**config.mk**
```make
export PLATFORM = sky130hd
export DESIGN_NAME = decrypt_iter_flat
export DESIGN_NICKNAME = d
export VERILOG_FILES = /design/src/rtl/decrypt_iter_if.sv /design/src/rtl/decrypt_iter.sv /design/src/flat_wrapper.sv
export SDC_FILE = /design/constraint.sdc
export NUM_CORES = 1
export LEC_CHECK = 0
export ABC_AREA = 1
export CORE_MARGIN = 3
export CORE_UTILIZATION = 26
export CTS_BUF_LIST = sky130_fd_sc_hd__clkbuf_16
export DETAILED_ROUTE_END_ITERATION = 10
export PLACE_DENSITY = 0.5
export SYNTH_ARGS = -nofsm -noshare
export SYNTH_HDL_FRONTEND = slang
export SYNTH_SLANG_ARGS = --single-unit
export TNS_END_PERCENT = 20
```
**constraint.sdc**
```tcl
create_clock -name clk -period 11.8 [get_ports clk]
set_clock_uncertainty 0.15 [all_clocks]
set_input_delay 1.77 -clock clk [delete_from_list [all_inputs] [get_ports clk]]
set_output_delay 1.77 -clock clk [all_outputs]
set_load 0.05 [all_outputs]
```
**src/rtl/decrypt_iter_if.sv**
```systemverilog
// ---------------------------------------------------------------------------
// decrypt_iter_if -- request/acknowledge bundle for the iterative decryptor.
//
// Signals
//   req   requester -> block  4-phase request, held until ack is seen
//   k     requester -> block  cipher key (N_K bits), sampled on accept
//   c     requester -> block  ciphertext (N_B bits), sampled on accept
//   ack   block -> requester  high while m carries a valid result
//   m     block -> requester  recovered plaintext (N_B bits)
//   busy  block -> requester  high while rounds are being applied
//
// Modports: master drives req/k/c, slave drives ack/m/busy.
// ---------------------------------------------------------------------------
`ifndef N_K
`define N_K 64
`endif
`ifndef N_B
`define N_B 32
`endif
`ifndef N_R
`define N_R 8
`endif

interface decrypt_iter_if #(
    parameter int N_K = `N_K,
    parameter int N_B = `N_B
);
    logic           req;
    logic [N_K-1:0] k;
    logic [N_B-1:0] c;
    logic           ack;
    logic [N_B-1:0] m;
    logic           busy;

    modport master (output req, output k, output c, input ack, input m, input busy);
    modport slave  (input req, input k, input c, output ack, output m, output busy);
endinterface

```
**src/rtl/decrypt_iter.sv**
```systemverilog
// ---------------------------------------------------------------------------
// decrypt_iter -- iterative inverse of the team block cipher (encrypt_comb).
//
// Cipher being inverted (encrypt_comb):
//   x ^= rk(N_R)                        input whitening
//   for r = 0 .. N_R-1: x = round(x, rk(r))
//   x ^= rk(N_R+1)                      output whitening
//   round(x, rk): a = x + rk; b = rotl(a, 5); return b ^ (b >> N_B/2)
//
// This block undoes the output whitening on the first RUN edge, then applies
// one inverse round per edge for r = N_R-1 down to 0, and on the edge that
// consumes r = 0 it also strips the input whitening and writes m.  Total
// latency from the accept edge to ack is therefore N_R+1 edges.
//
// Ports
//   clk   rising-edge clock
//   rst   synchronous active-high reset
//   bus   decrypt_iter_if.slave (req, k, c in; ack, m, busy out)
//
// All outputs come straight from flops; nothing on bus is combinationally
// routed to an output.
// ---------------------------------------------------------------------------
`ifndef N_K
`define N_K 64
`endif
`ifndef N_B
`define N_B 32
`endif
`ifndef N_R
`define N_R 8
`endif

module decrypt_iter #(
    parameter int N_K = `N_K,
    parameter int N_B = `N_B,
    parameter int N_R = `N_R
) (
    input  logic          clk,
    input  logic          rst,
    decrypt_iter_if.slave bus
);

    localparam int RW   = $clog2(N_R + 1);
    localparam int HALF = N_B / 2;
    localparam int ROT  = 5;

    localparam logic [1:0] S_IDLE = 2'd0;
    localparam logic [1:0] S_RUN  = 2'd1;
    localparam logic [1:0] S_DONE = 2'd2;

    localparam logic [RW-1:0] R_LAST = RW'(N_R - 1);
    localparam logic [RW-1:0] R_ZERO = {RW{1'b0}};
    localparam logic [RW-1:0] R_ONE  = RW'(1);

    // Key schedule shared with encrypt_comb. Indices 0..N_R-1 are round keys,
    // N_R is the input-whitening key, N_R+1 the output-whitening key.
    // The key is rotated by 7*idx, folded down to N_B bits by XOR, and a
    // golden-ratio round constant keeps the keys distinct for a zero key.
    function automatic logic [N_B-1:0] round_key(input logic [N_K-1:0] key,
                                                 input int             idx);
        logic [N_K-1:0] rot;
        logic [N_B-1:0] acc;
        logic [31:0]    rc;
        int             sh;
        sh  = (idx * 7) % N_K;
        rot = (key << sh) | (key >> (N_K - sh));
        acc = {N_B{1'b0}};
        for (int j = 0; j < N_K; j++) begin
            acc[j % N_B] = acc[j % N_B] ^ rot[j];
        end
        rc  = 32'h9E37_79B9 * 32'(idx + 1);
        return acc ^ N_B'(rc);
    endfunction

    // Inverse of one forward round. The xorshift by N_B/2 is its own inverse
    // because the second shift pushes everything out of the word.
    function automatic logic [N_B-1:0] inv_round(input logic [N_B-1:0] x,
                                                 input logic [N_B-1:0] rk);
        logic [N_B-1:0] b;
        logic [N_B-1:0] a;
        b = x ^ (x >> HALF);
        a = {b[ROT-1:0], b[N_B-1:ROT]};
        return a - rk;
    endfunction

    logic [1:0]     fsm_r;
    logic [N_B-1:0] blk_r;
    logic [N_K-1:0] key_r;
    logic [RW-1:0]  rnd_r;
    logic           whiten_r;   // first RUN edge still has to strip output whitening
    logic [N_B-1:0] m_r;
    logic           ack_r;
    logic           busy_r;

    logic [N_B-1:0] rk_s;
    logic [N_B-1:0] wk_in_s;
    logic [N_B-1:0] step_s;

    // Next value of the block register for the current RUN step.
    always_comb begin
        rk_s    = round_key(key_r, whiten_r ? (N_R + 1) : int'(rnd_r));
        wk_in_s = round_key(key_r, N_R);
        if (whiten_r) begin
            step_s = blk_r ^ rk_s;
        end else begin
            step_s = inv_round(blk_r, rk_s);
        end
    end

    // Control FSM, datapath registers and registered outputs.
    always_ff @(posedge clk) begin
        if (rst) begin
            fsm_r    <= S_IDLE;
            blk_r    <= {N_B{1'b0}};
            key_r    <= {N_K{1'b0}};
            rnd_r    <= R_ZERO;
            whiten_r <= 1'b0;
            m_r      <= {N_B{1'b0}};
            ack_r    <= 1'b0;
            busy_r   <= 1'b0;
        end else begin
            case (fsm_r)
                S_IDLE: begin
                    if (bus.req) begin
                        fsm_r    <= S_RUN;
                        blk_r    <= bus.c;
                        key_r    <= bus.k;
                        rnd_r    <= R_LAST;
                        whiten_r <= 1'b1;
                        busy_r   <= 1'b1;
                    end
                end
                S_RUN: begin
                    // Inputs are deliberately not looked at here.
                    blk_r <= step_s;
                    if (whiten_r) begin
                        whiten_r <= 1'b0;
                    end else if (rnd_r == R_ZERO) begin
                        m_r    <= step_s ^ wk_in_s;
                        fsm_r  <= S_DONE;
                        ack_r  <= 1'b1;
                        busy_r <= 1'b0;
                    end else begin
                        rnd_r <= rnd_r - R_ONE;
                    end
                end
                S_DONE: begin
                    if (!bus.req) begin
                        fsm_r <= S_IDLE;
                        ack_r <= 1'b0;
                    end
                end
                default: begin
                    // Unreachable encoding: recover to a clean idle.
                    fsm_r    <= S_IDLE;
                    rnd_r    <= R_ZERO;
                    whiten_r <= 1'b0;
                    ack_r    <= 1'b0;
                    busy_r   <= 1'b0;
                end
            endcase
        end
    end

    assign bus.ack  = ack_r;
    assign bus.m    = m_r;
    assign bus.busy = busy_r;

endmodule

```
**src/flat_wrapper.sv**
```systemverilog
// flat-port wrapper written by rule: the top's interface ports become plain ports
module decrypt_iter_flat 
#(
    parameter int N_K = `N_K,
    parameter int N_B = `N_B,
    parameter int N_R = `N_R
)
  (clk, rst, bus_req, bus_k, bus_c, bus_ack, bus_m, bus_busy);
  decrypt_iter_if #(.N_K(N_K), .N_B(N_B)) bus_i ();
  input  logic clk;
  input  logic rst;
  input wire logic [$bits(bus_i.req)-1:0] bus_req;
  input wire logic [$bits(bus_i.k)-1:0] bus_k;
  input wire logic [$bits(bus_i.c)-1:0] bus_c;
  output wire logic [$bits(bus_i.ack)-1:0] bus_ack;
  output wire logic [$bits(bus_i.m)-1:0] bus_m;
  output wire logic [$bits(bus_i.busy)-1:0] bus_busy;
  assign bus_i.req = bus_req;
  assign bus_i.k = bus_k;
  assign bus_i.c = bus_c;
  assign bus_ack = bus_i.ack;
  assign bus_m = bus_i.m;
  assign bus_busy = bus_i.busy;
  decrypt_iter #(.N_K(N_K), .N_B(N_B), .N_R(N_R)) u_core (.clk(clk), .rst(rst), .bus(bus_i));
endmodule
```
Yosys cells after proc, flatten, opt, wreduce, memory -nomap -nowiden
Cells that the tools add are included.
{ "op_classes": {"reduce_logical": 12, "shift": 2, "bitwise": 75, "n_eq_ne": 7, "multipliers": 2, "addsub": 4, "n_mux": 22} }
{ "ops": {"columns": ["op", "count"], "rows": [
  ["$xor 32x32->32", 3],
  ["$mux 32", 2],
  ["$or 64x56->64", 1],
  ["$or 64x64->64", 1],
  ["$pmux 32 s2", 1],
  ["$shl 64x32->64", 1],
  ["$shr 64x32->64", 1],
  ["$xor 1x1->1", 64],
  ["$add 32x2->32 const B", 1],
  ["$mul 32x32->32 const A", 1],
  ["$mul 32x4->32 const B", 1],
  ["$sub 32x32->32", 1],
  ["$xor 32x16->32", 1],
  ["$not 17->17", 1],
  ["$mux 4", 4],
  ["$reduce_and 4->1", 4],
  ["$pmux 4 s3", 1],
  ["$sub 8x7->9 const A", 1],
  ["$mux 2", 4],
  ["$ne 2x2->1 const B", 4],
  ["$mux 1", 6],
  ["$pmux 1 s3", 2],
  ["$pmux 2 s3", 1],
  ["$reduce_and 2->1", 3],
  ["other kinds (12)", 14]
]} }
{ "word_totals": {"wordCells": 132, "inputBits": 99, "regBits": 137, "out_inout_bits": 34} }

Longest topological paths before layout
Gate-level depths: netlist of run 1.
{ "depth": {"depth_word": 12, "mapped_depth": 49, "mapped_depth_nobuf": 46} }

Worst setup path after synthesis of run 1
Ideal clock, no wire load.
{ "synth_timing": {"path_type": "register to register", "startpoint": "reg u_core.whiten_r", "endpoint": "reg u_core.m_r[29] (netlist: u_core.bus.m[29])", "setup_ns": 0.118, "arrival_time_ns": 6.662, "path_stages_with_launch": 44, "setup_slack_ns": 4.871, "path_buffers": 2, "cell_sequence": "dfxtp_1 -> inv_2 -> nand2_2 -> inv_2 -> buf_2 -> buf_2 -> ha_1 -> nand2_1 -> xor2_1 -> inv_1 -> ha_1 -> inv_1 -> fa_1 -> inv_1 -> fa_1 -> ha_1 -> ha_1 -> a21oi_1 -> [8 not listed] -> nand2_1 -> nand2_1 -> inv_1 -> ha_1 -> nand2_1 -> nor4_1 -> nand3_1 -> nand3_1 -> nand2_1 -> nand2_1 -> nand2_1 -> o211ai_1 -> nor2_1 -> nand3b_1 -> nand3_1 -> nand2_1 -> nor2_1 -> nor2_1"} }
{ "synth_via": {"elab_chain_cells": 12} }
{ "synth_rtl": {"columns": ["item", "line_no", "rtl"], "rows": [
  ["start: declaration", "decrypt_iter.sv:90", "logic whiten_r;"],
  ["start signal: assignment", "decrypt_iter.sv:117", "whiten_r <= 1'b0;"],
  ["start signal: assignment", "decrypt_iter.sv:129", "whiten_r <= 1'b1;"],
  ["start signal: assignment", "decrypt_iter.sv:137", "whiten_r <= 1'b0;"],
  ["$mux 4", "decrypt_iter.sv:101", "rk_s = round_key(key_r, whiten_r ? (N_R + 1) : int'(rnd_r));"],
  ["$mul 32x4->32", "decrypt_iter.sv:65", "sh = (idx * 7) % N_K;"],
  ["$reduce_or 6->1 (no source line)", null, null],
  ["$and 1x1->1 (no source line)", null, null],
  ["$sub 8x7->9", "decrypt_iter.sv:66", "rot = (key << sh) | (key >> (N_K - sh));"],
  ["$shr 64x32->64", "decrypt_iter.sv:66", null],
  ["$or 64x64->64", "decrypt_iter.sv:66", null],
  ["$xor 1x1->1", "decrypt_iter.sv:69", "acc[j % N_B] = acc[j % N_B] ^ rot[j];"],
  ["$xor 32x32->32", "decrypt_iter.sv:72", "return acc ^ N_B'(rc);"],
  ["$sub 32x32->32 / $xor 32x32->32 (equally long branches)", "decrypt_iter.sv:83, decrypt_iter.sv:104", null],
  ["$mux 32", "decrypt_iter.sv:103", "if (whiten_r) begin"],
  ["$xor 32x32->32", "decrypt_iter.sv:139", "m_r <= step_s ^ wk_in_s;"],
  ["end signal: assignment", "decrypt_iter.sv:118", "m_r <= {N_B{1'b0}};"],
  ["end signal: assignment", "decrypt_iter.sv:139", null],
  ["end: declaration", "decrypt_iter.sv:91", "logic [N_B-1:0] m_r;"]
]} }
Parallel ways exist; a longest one is shown, timed or not.
A chain may end at the register's enable or synchronous reset.

Final worst setup path of run 1
{ "layout_timing": {"startpoint": "reg u_core.whiten_r", "endpoint": "reg u_core.m_r[24] (netlist: u_core.bus.m[24])"} }
The elaborated chain is that of the path after synthesis.

==> results.md, run 1 <==
Worst setup path:
- In this run the register-to-register setup slack is 3.00 ns.
- The startpoint-to-endpoint class of the critical path is reg -> reg.
- The worst-path maximum fanout is 39.
- The longest individual stage delay on the worst path is 0.72 ns.
- For the worst setup path, the data required time is 12.06 ns.
- In this run the critical register-to-register path is captured at u_core.bus.m[24].
- The worst-case reg-to-reg path depth is 36.
- The most frequent cell on the critical path is nand2_1.
- STA classifies the critical path endpoint as a register.
- The library cell contributing the largest single delay on the critical path is ha_4.
- The kind of start point of the critical path is a register.
- The critical path data arrival time is 9.05 ns.
- The origin of the critical flop-to-flop path is u_core.whiten_r.

STA:
- After layout, the minimum clock period comes to 8.796 ns.
- The final-report hold violation count is 0.
- The maximum clock rate is 0.1137 GHz.
- The measured slew at the worst slew-check pin is 1.163 ns.
- Setup total negative slack on the finished layout was measured at 0 ns.
- Headroom to the max-slew limit came out at 0.2190.
- The number of max-slew violations in the final report is 0.
- Setup violations remaining at the end of the flow were counted as 0.
- The final worst slack is 3.004 ns.
- Setup repair after global routing left no endpoint under its margin.
- Of the available clock period, the critical path in the final layout requires 0.7454.

Clock tree:
- The root buffer selected by CTS is clkbuf_16.
- The clock-pin slew on the worst setup and hold paths is 0.07 ns.
- The number of setup buffers added after CTS is 0.
- The clock insertion delay at the later pin of the skew report is 0.48 ns.
- CTS built an H-tree with a depth of 4.
- The CTS sink count is 137.
- The number of hold buffers added after CTS was 0.
- Gates resized during post-CTS repair numbered 0.
- The buffer depth of the longest clock path is 2.
- TritonCTS built the clock tree.
- The number of CTS-inserted buffers is 17.

Yosys:
- The most used flip-flop cell after synthesis is dfxtp_1.
- Dividing the synthesized area by the synthesized cell count gives 5.497 um2.
- The share of the synthesized area in the top cell type is 0.2019.
- The sequential-to-total area share from yosys stat is 0.1332.
- The count of state elements after synthesis is 137.
- Yosys mapped a number of flops with a built-in enable equal to 0.
- The number of standard cells after synthesis is 3747.
- In the post-synthesis netlist, the biggest area contributors are nand2_1 20%, nand3_1 19%, dfxtp_1 13%, ha_1 6.7%, inv_1 6.5%.
- The netlist uses 48 different library cells.
- The largest total area in the synthesized netlist belongs to nand2_1.
- The share of flip-flops with an asynchronous set or reset after synthesis is 0.
- The mapped netlist covers 20600 um2.
- The number of warnings reported in the yosys synthesis log is 0.
- The number of nets handed over by synthesis was 3978.

Hold path:
- The worst hold endpoint is u_core.bus.ack.
- The number of stages on the worst hold path is 2.
- The worst hold path begins at u_core.bus.ack.
- The path class of the tightest hold or removal check is reg -> reg.

Run:
- The max-capacitance violation count is 0.

Die:
- The chip width is 287.5 um.
- The core region is 77980 um2.
- The initialized floorplan defines 102 standard-cell rows.
- The initial core utilization is 0.2641.
- During I/O placement, the number of pins put on the boundary was 133.
- The vertical extent of the die is 287.5 um.
- The area of the die is 82630 um2.

Placed design:
- OpenSTA, run right after detailed placement, puts the worst setup slack at 3.142 ns.
- The placed wire-length estimate is 88380 um.
- Routability-driven placement finished with a final weighted congestion of 1.022.
- The count of input and output buffers is 132.

Routing:
- For this run, design rule violations remaining after detail routing come to 0.
- After detailed routing, the number of vias per cell comes to 5.362.
- The total iterations of the first detailed-routing run is 8.
- The violation count after the first detailed-route iteration is 3538.
- Detailed routing inserted a total of 25660 vias.
- The average detailed-routed wire length per instance is 22.82 um.
- Once detail routing completed, the nets flagged for antenna violations numbered 0.
- The final routed wirelength across all metal layers is 109200 um.

Finish:
- The layout net count is 3964.
- The top cell types in the final layout, fill and taps aside, are 1107 x nand2_1, 792 x nand3_1, 354 x inv_1, 256 x nor2_1, 210 x o21ai_0.
- The area added between synthesis and finish is 12.30%.
- Leaving out fill and tap cells, the most frequent cell in the layout is nand2_1.
- The fill cell total of the finished layout is 8958.
- In the final layout, the share of cells above drive strength 1 is 0.03071.

GRT:
- The overall overflow remaining after global route is 0.
- The global-route wire length before repair is 157000 um.
- The pin count of the biggest net entering global routing is 96.
- The number of antenna violations at the first check in global routing is 0.
- The via count of the first global-routing pass is 23000.
- The overall fraction of global-route tracks in use is 0.2565.

Run status:
- The run finished with clean final reports.
## synth_stat cells, drive strengths merged, types with 3 or more instances
cell	number
o21bai	5
dfxtp	137
nand3b	24
nor3	11
xor2	34
inv	364
nor2	267
nand3	797
a21boi	4
o21a	7
nand2	1114
and2	11
mux2i	4
fa	22
or2	17
a221oi	3
ha	110
o21ai	243
buf	120
a31oi	24
xnor2	42
a21oi	172
nor4	7
nand4	31
clkbuf	79
o211ai	87
## flip-flops by register name, indices dropped and copies added (netlist names)
signal           cells
u_core.bus.m        32
u_core.rnd_r         4
u_core.fsm_r         2
u_core.bus.ack       1
u_core.blk_r        32
u_core.whiten_r      1
u_core.bus.busy      1
u_core.key_r        64
## layer usage
metal | wire (um) | GRT usage
met5 | 0 | 0
met4 | 5090 | 0.1059
met3 | 10650 | 0.06207
met2 | 45200 | 0.3750
met1 | 48260 | 0.3573
## layout make-up
cell class / instances / area [um2] / area share
Clock inverter: 14 / 133.9 / 0.005788
Clock buffer: 17 / 425.4 / 0.01839
Tap cell: 1040 / 1301 / 0.05626
Antenna cell: 1 / 2.502 / 0.0001082
Multi-Input combinational cell: 3046 / 15580 / 0.6735
Inverter: 365 / 1374 / 0.05940
Sequential cell: 137 / 2744 / 0.1186
Timing Repair Buffer: 166 / 1572 / 0.06794
## metrics by stage
| step | utilization | hold slack (ns) | instances | instance area (um2) |
|---|---|---|---|---|
| final | 0.2966 | 0.3141 | 4786 | 23130 |
| after global routing | 0.2966 | 0.3318 | 4785 | 23130 |
| after CTS | 0.2966 | 0.3184 | 4785 | 23130 |
| after detailed placement | 0.2894 | 0.3096 | 4754 | 22570 |
| after global placement | 0.2894 | 0.3060 | 4754 | 22570 |
| after floorplan | - | 0.3197 | 3747 | 20600 |
## worst max path at each step
| stage | endpoint | slack (ns) | startpoint | cells after the start |
|---|---|---|---|---|
| 2_1_floorplan | u_core.bus.m[29] | 4.87 | u_core.whiten_r | 43 |
| 3_3_place_gp | u_core.bus.m[24] | 3.28 | u_core.whiten_r | 39 |
| 3_5_place_dp | u_core.bus.m[24] | 3.14 | u_core.whiten_r | 36 |
| 4_1_cts | u_core.bus.m[24] | 3.13 | u_core.whiten_r | 36 |
| 5_1_grt | u_core.bus.m[24] | 2.42 | u_core.whiten_r | 37 |
| 6_report | u_core.bus.m[24] | 3.00 | u_core.whiten_r | 36 |
## cell families (layout without fill, tap and decap cells)
family,count (synthesis),count (layout),share of synthesized area
AO/OA/AOI/OAI,552,552,0.1501
XOR/XNOR,76,76,0.03232
adder cells (fa/ha/maj),132,132,0.08820
buffers and inverters,564,562,0.1129
flip-flops,137,137,0.1332
multiplexers,4,4,0.001944
other,0,1,0
AND/OR/NAND/NOR,2282,2282,0.4814
## critical path, delay by kind of cell (launching register included)
kind / cells / cell delay, ns
buf+inv: 3 / 1.70
fa+ha+maj: 5 / 2.01
simple gates: 25 / 3.64
compound gates: 3 / 0.82
flops: 1 / 0.32
Power of run 1 is left out: the tool's default activity adds up to more than one toggle a clock period on the data nets, which glitch-free logic cannot reach.
==> run 2, diff against run 1 <==
==> constraint.sdc (replaced) <==
create_clock -name clk -period 8.41 [get_ports clk]
set_clock_uncertainty 0.15 [all_clocks]
set_input_delay 1.2615 -clock clk [delete_from_list [all_inputs] [get_ports clk]]
set_output_delay 1.2615 -clock clk [all_outputs]
set_load 0.05 [all_outputs]
==> run 2 against run 1 <==
Register-to-register slack worse by 2.1 ns. Final area is 1.1% higher. Die area stayed put. Routed wire length grew 1.5%. Hold slack better by 0.0010 ns. Fmax is 17% higher. Global-route usage increased by 0.50 points. Critical endpoint is now u_core.bus.m[30]. Count of clock-buffer cells in the layout stayed put. Non-clock buffer count grew 22. Worst setup slack got worse by 2.1 ns.
==> results.md, run 2 (synthesis results as in run 1) <==
Finish:
- Top library cells by usage in the layout, fill and taps aside: 1107 x nand2_1, 792 x nand3_1, 353 x inv_1, 256 x nor2_1, 210 x o21ai_0 (was 1107 x nand2_1, 792 x nand3_1, 354 x inv_1, 256 x nor2_1, 210 x o21ai_0).
- The area added between synthesis and finish is 13.52% (was 12.30%).
- The share of cells above drive strength 1 came to 0.03689 (was 0.03071).
- The number of flip-flops in the largest register is 64 (unchanged).
- The multi-input logic area came to 15580 um2 (about the same).
- The top register by number of flip-flops is u_core.key_r (unchanged).
- The most frequent standard cell in the layout excluding fill and tap cells is nand2_1 (unchanged).
- The layout net count is 3986 (was 3964).
- The register area came to 2744 um2 (unchanged).
- The number of inserted diodes is 0 (was 1).
- The fill cell total of the finished layout came to 8984 (was 8958).

STA:
- The number of max-slew violations in the final report is 0 (unchanged).
- The final-report hold violation count is 0 (unchanged).
- The maximum clock rate is 0.1325 GHz (was 0.1137 GHz).
- The tightest hold margin is 0.3151 ns (was 0.3141 ns).
- The measured slew at the worst slew-check pin is 1.196 ns (was 1.163 ns).
- Setup repair after global routing missed its margin: no (unchanged).
- The post-route setup TNS is 0 ns (unchanged).
- The final setup violation count came to 0 (unchanged).
- The final critical-path required period came to 7.547 ns (was 8.796 ns).
- The final cycle utilization of the critical path was 0.8973 (was 0.7454).
- The worst relative slew slack came to 0.1970 (was 0.2190).

Worst setup path:
- The critical path data arrival time is 7.76 ns (was 9.05 ns).
- The critical path data required time is 8.62 ns (was 12.06 ns).
- The startpoint-to-endpoint class of the critical path is reg -> reg (unchanged).
- The kind of start point of the critical path is a register (unchanged).
- The worst-path maximum fanout is 12 (was 39).
- The kind of end point of the critical path is a register (unchanged).
- The longest individual stage delay on the worst path is 0.56 ns (was 0.72 ns).
- The library cell contributing the largest single delay on the critical path is fa_1 (was ha_4).
- The most frequent cell on the critical path is nand2_1 (unchanged).

Die:
- The core footprint was 77980 um2 (unchanged).
- The floorplan row count is 102 (unchanged).
- The chip width came to 287.5 um (unchanged).
- The vertical extent of the die is 287.5 um (unchanged).
- The count of boundary I/O pins is 133 (unchanged).
- The initial core utilization was 0.2641 (unchanged).
- The area of the die is 82630 um2 (unchanged).

Placed design:
- The placer congestion estimate is 1.065 (was 1.022).
- The count of input and output buffers was 132 (unchanged).
- The placed wire-length estimate came to 89330 um (was 88380 um).

Hold path:
- The class of the tightest hold or removal check is reg -> reg (unchanged).

Routing:
- The total iterations of the first detailed-routing run is 6 (was 8).
- The violation count after the first detailed-route iteration came to 3541 (was 3538).
- The via count normalized by instance count is 5.427 (was 5.362).
- The DRC violation count after routing is 0 (unchanged).
- The final routed wirelength across all metal layers is 110800 um (was 109200 um).
- The average detailed-routed wire length per instance is 23.05 um (was 22.82 um).
- The post-detailed-route count of antenna-violating nets is 0 (unchanged).
- The routed via count is 26090 (was 25660).

GRT:
- The pin count of the biggest net entering global routing is 96 (unchanged).
- The global-route wire length before repair came to 159800 um (was 157000 um).
- The overall fraction of global-route tracks in use is 0.2615 (was 0.2565).
- The overall overflow remaining after global route is 0 (unchanged).
- The via count of the first global-routing pass is 23570 (was 23000).
- The number of antenna violations at the first check in global routing was 0 (unchanged).

Clock tree:
- The root buffer selected by CTS is clkbuf_16 (unchanged).
- The clock insertion delay at the later pin of the skew report was 0.47 ns (was 0.48 ns).
- The TritonCTS clock tree was built (unchanged).
- The CTS sink count came to 137 (unchanged).
- The number of CTS-inserted buffers came to 17 (unchanged).
- The clock-pin slew on the worst setup and hold paths was 0.07 ns (about the same).
- The number of H-tree levels is 4 (unchanged).
- The buffer depth of the longest clock path is 2 (unchanged).

Run:
- The max-capacitance violation count is 0 (unchanged).

Run status:
- Run status: complete, no violations (unchanged).
-- run 2: final cells by class --
| type | count | area share |
|---|---|---|
| clock buffer | 17 | 0.01819 |
| clock inverter | 15 | 0.005993 |
| inverter | 365 | 0.05876 |
| multi-input combinational | 3046 | 0.6666 |
| sequential | 137 | 0.1174 |
| tap | 1040 | 0.05565 |
| timing repair buffer | 188 | 0.07749 |
-- run 2: worst max-delay path: cells and delay by family, from the launching register on --
kind | cells | cell delay [ns]
AO/OA/AOI/OAI | 5 | 0.88
buffers and inverters | 6 | 0.59
XOR/XNOR | 1 | 0.34
AND/OR/NAND/NOR | 17 | 2.34
flip-flops | 1 | 0.34
adder cells (fa/ha/maj) | 7 | 2.78
-- run 2: layer usage --
metal  share of wire  up-vias  wire length (um)  GRT usage
met5               0        -                 0          0
met3            0.10      228             11340    0.05962
li1                -    12460                 -          -
met4           0.054        0              6038     0.1212
met1            0.43    12000             47610     0.3584
met2            0.41     1404             45870     0.3859
-- run 2: stage by stage --
step,setup slack (ns),cell area (um2),utilization,instances
detailed placement,0.8910,22810,0.2925,4776
CTS,0.8409,23370,0.2998,4808
finish,0.8634,23380,0.2998,4808
floorplan,1.481,20600,-,3747
global placement,0.9221,22810,0.2925,4776
global route,0.08589,23380,0.2998,4808
-- run 2: worst paths after layout --
path / startpoint / to / slack, ns / cells past startpoint
worst max-delay path: u_core.rnd_r[0] / u_core.bus.m[30] / 0.86 / 36
worst min-delay path: u_core.bus.ack / u_core.bus.ack / 0.32 / 2
worst max register to register: u_core.rnd_r[0] / u_core.bus.m[30] / 0.86 / 36
worst min register to register: u_core.bus.ack / u_core.bus.ack / 0.32 / 2
-- run 2: repair_timing --
| item | 4_1_cts | 5_1_grt |
|---|---|---|
| setup endpoints to repair | 0 | 1 |
| hold buffers | 0 | 0 |
| buffers inserted | 0 | 0 |
| gates resized for setup | 0 | 1 |
Power of run 2 is left out for the same reason.
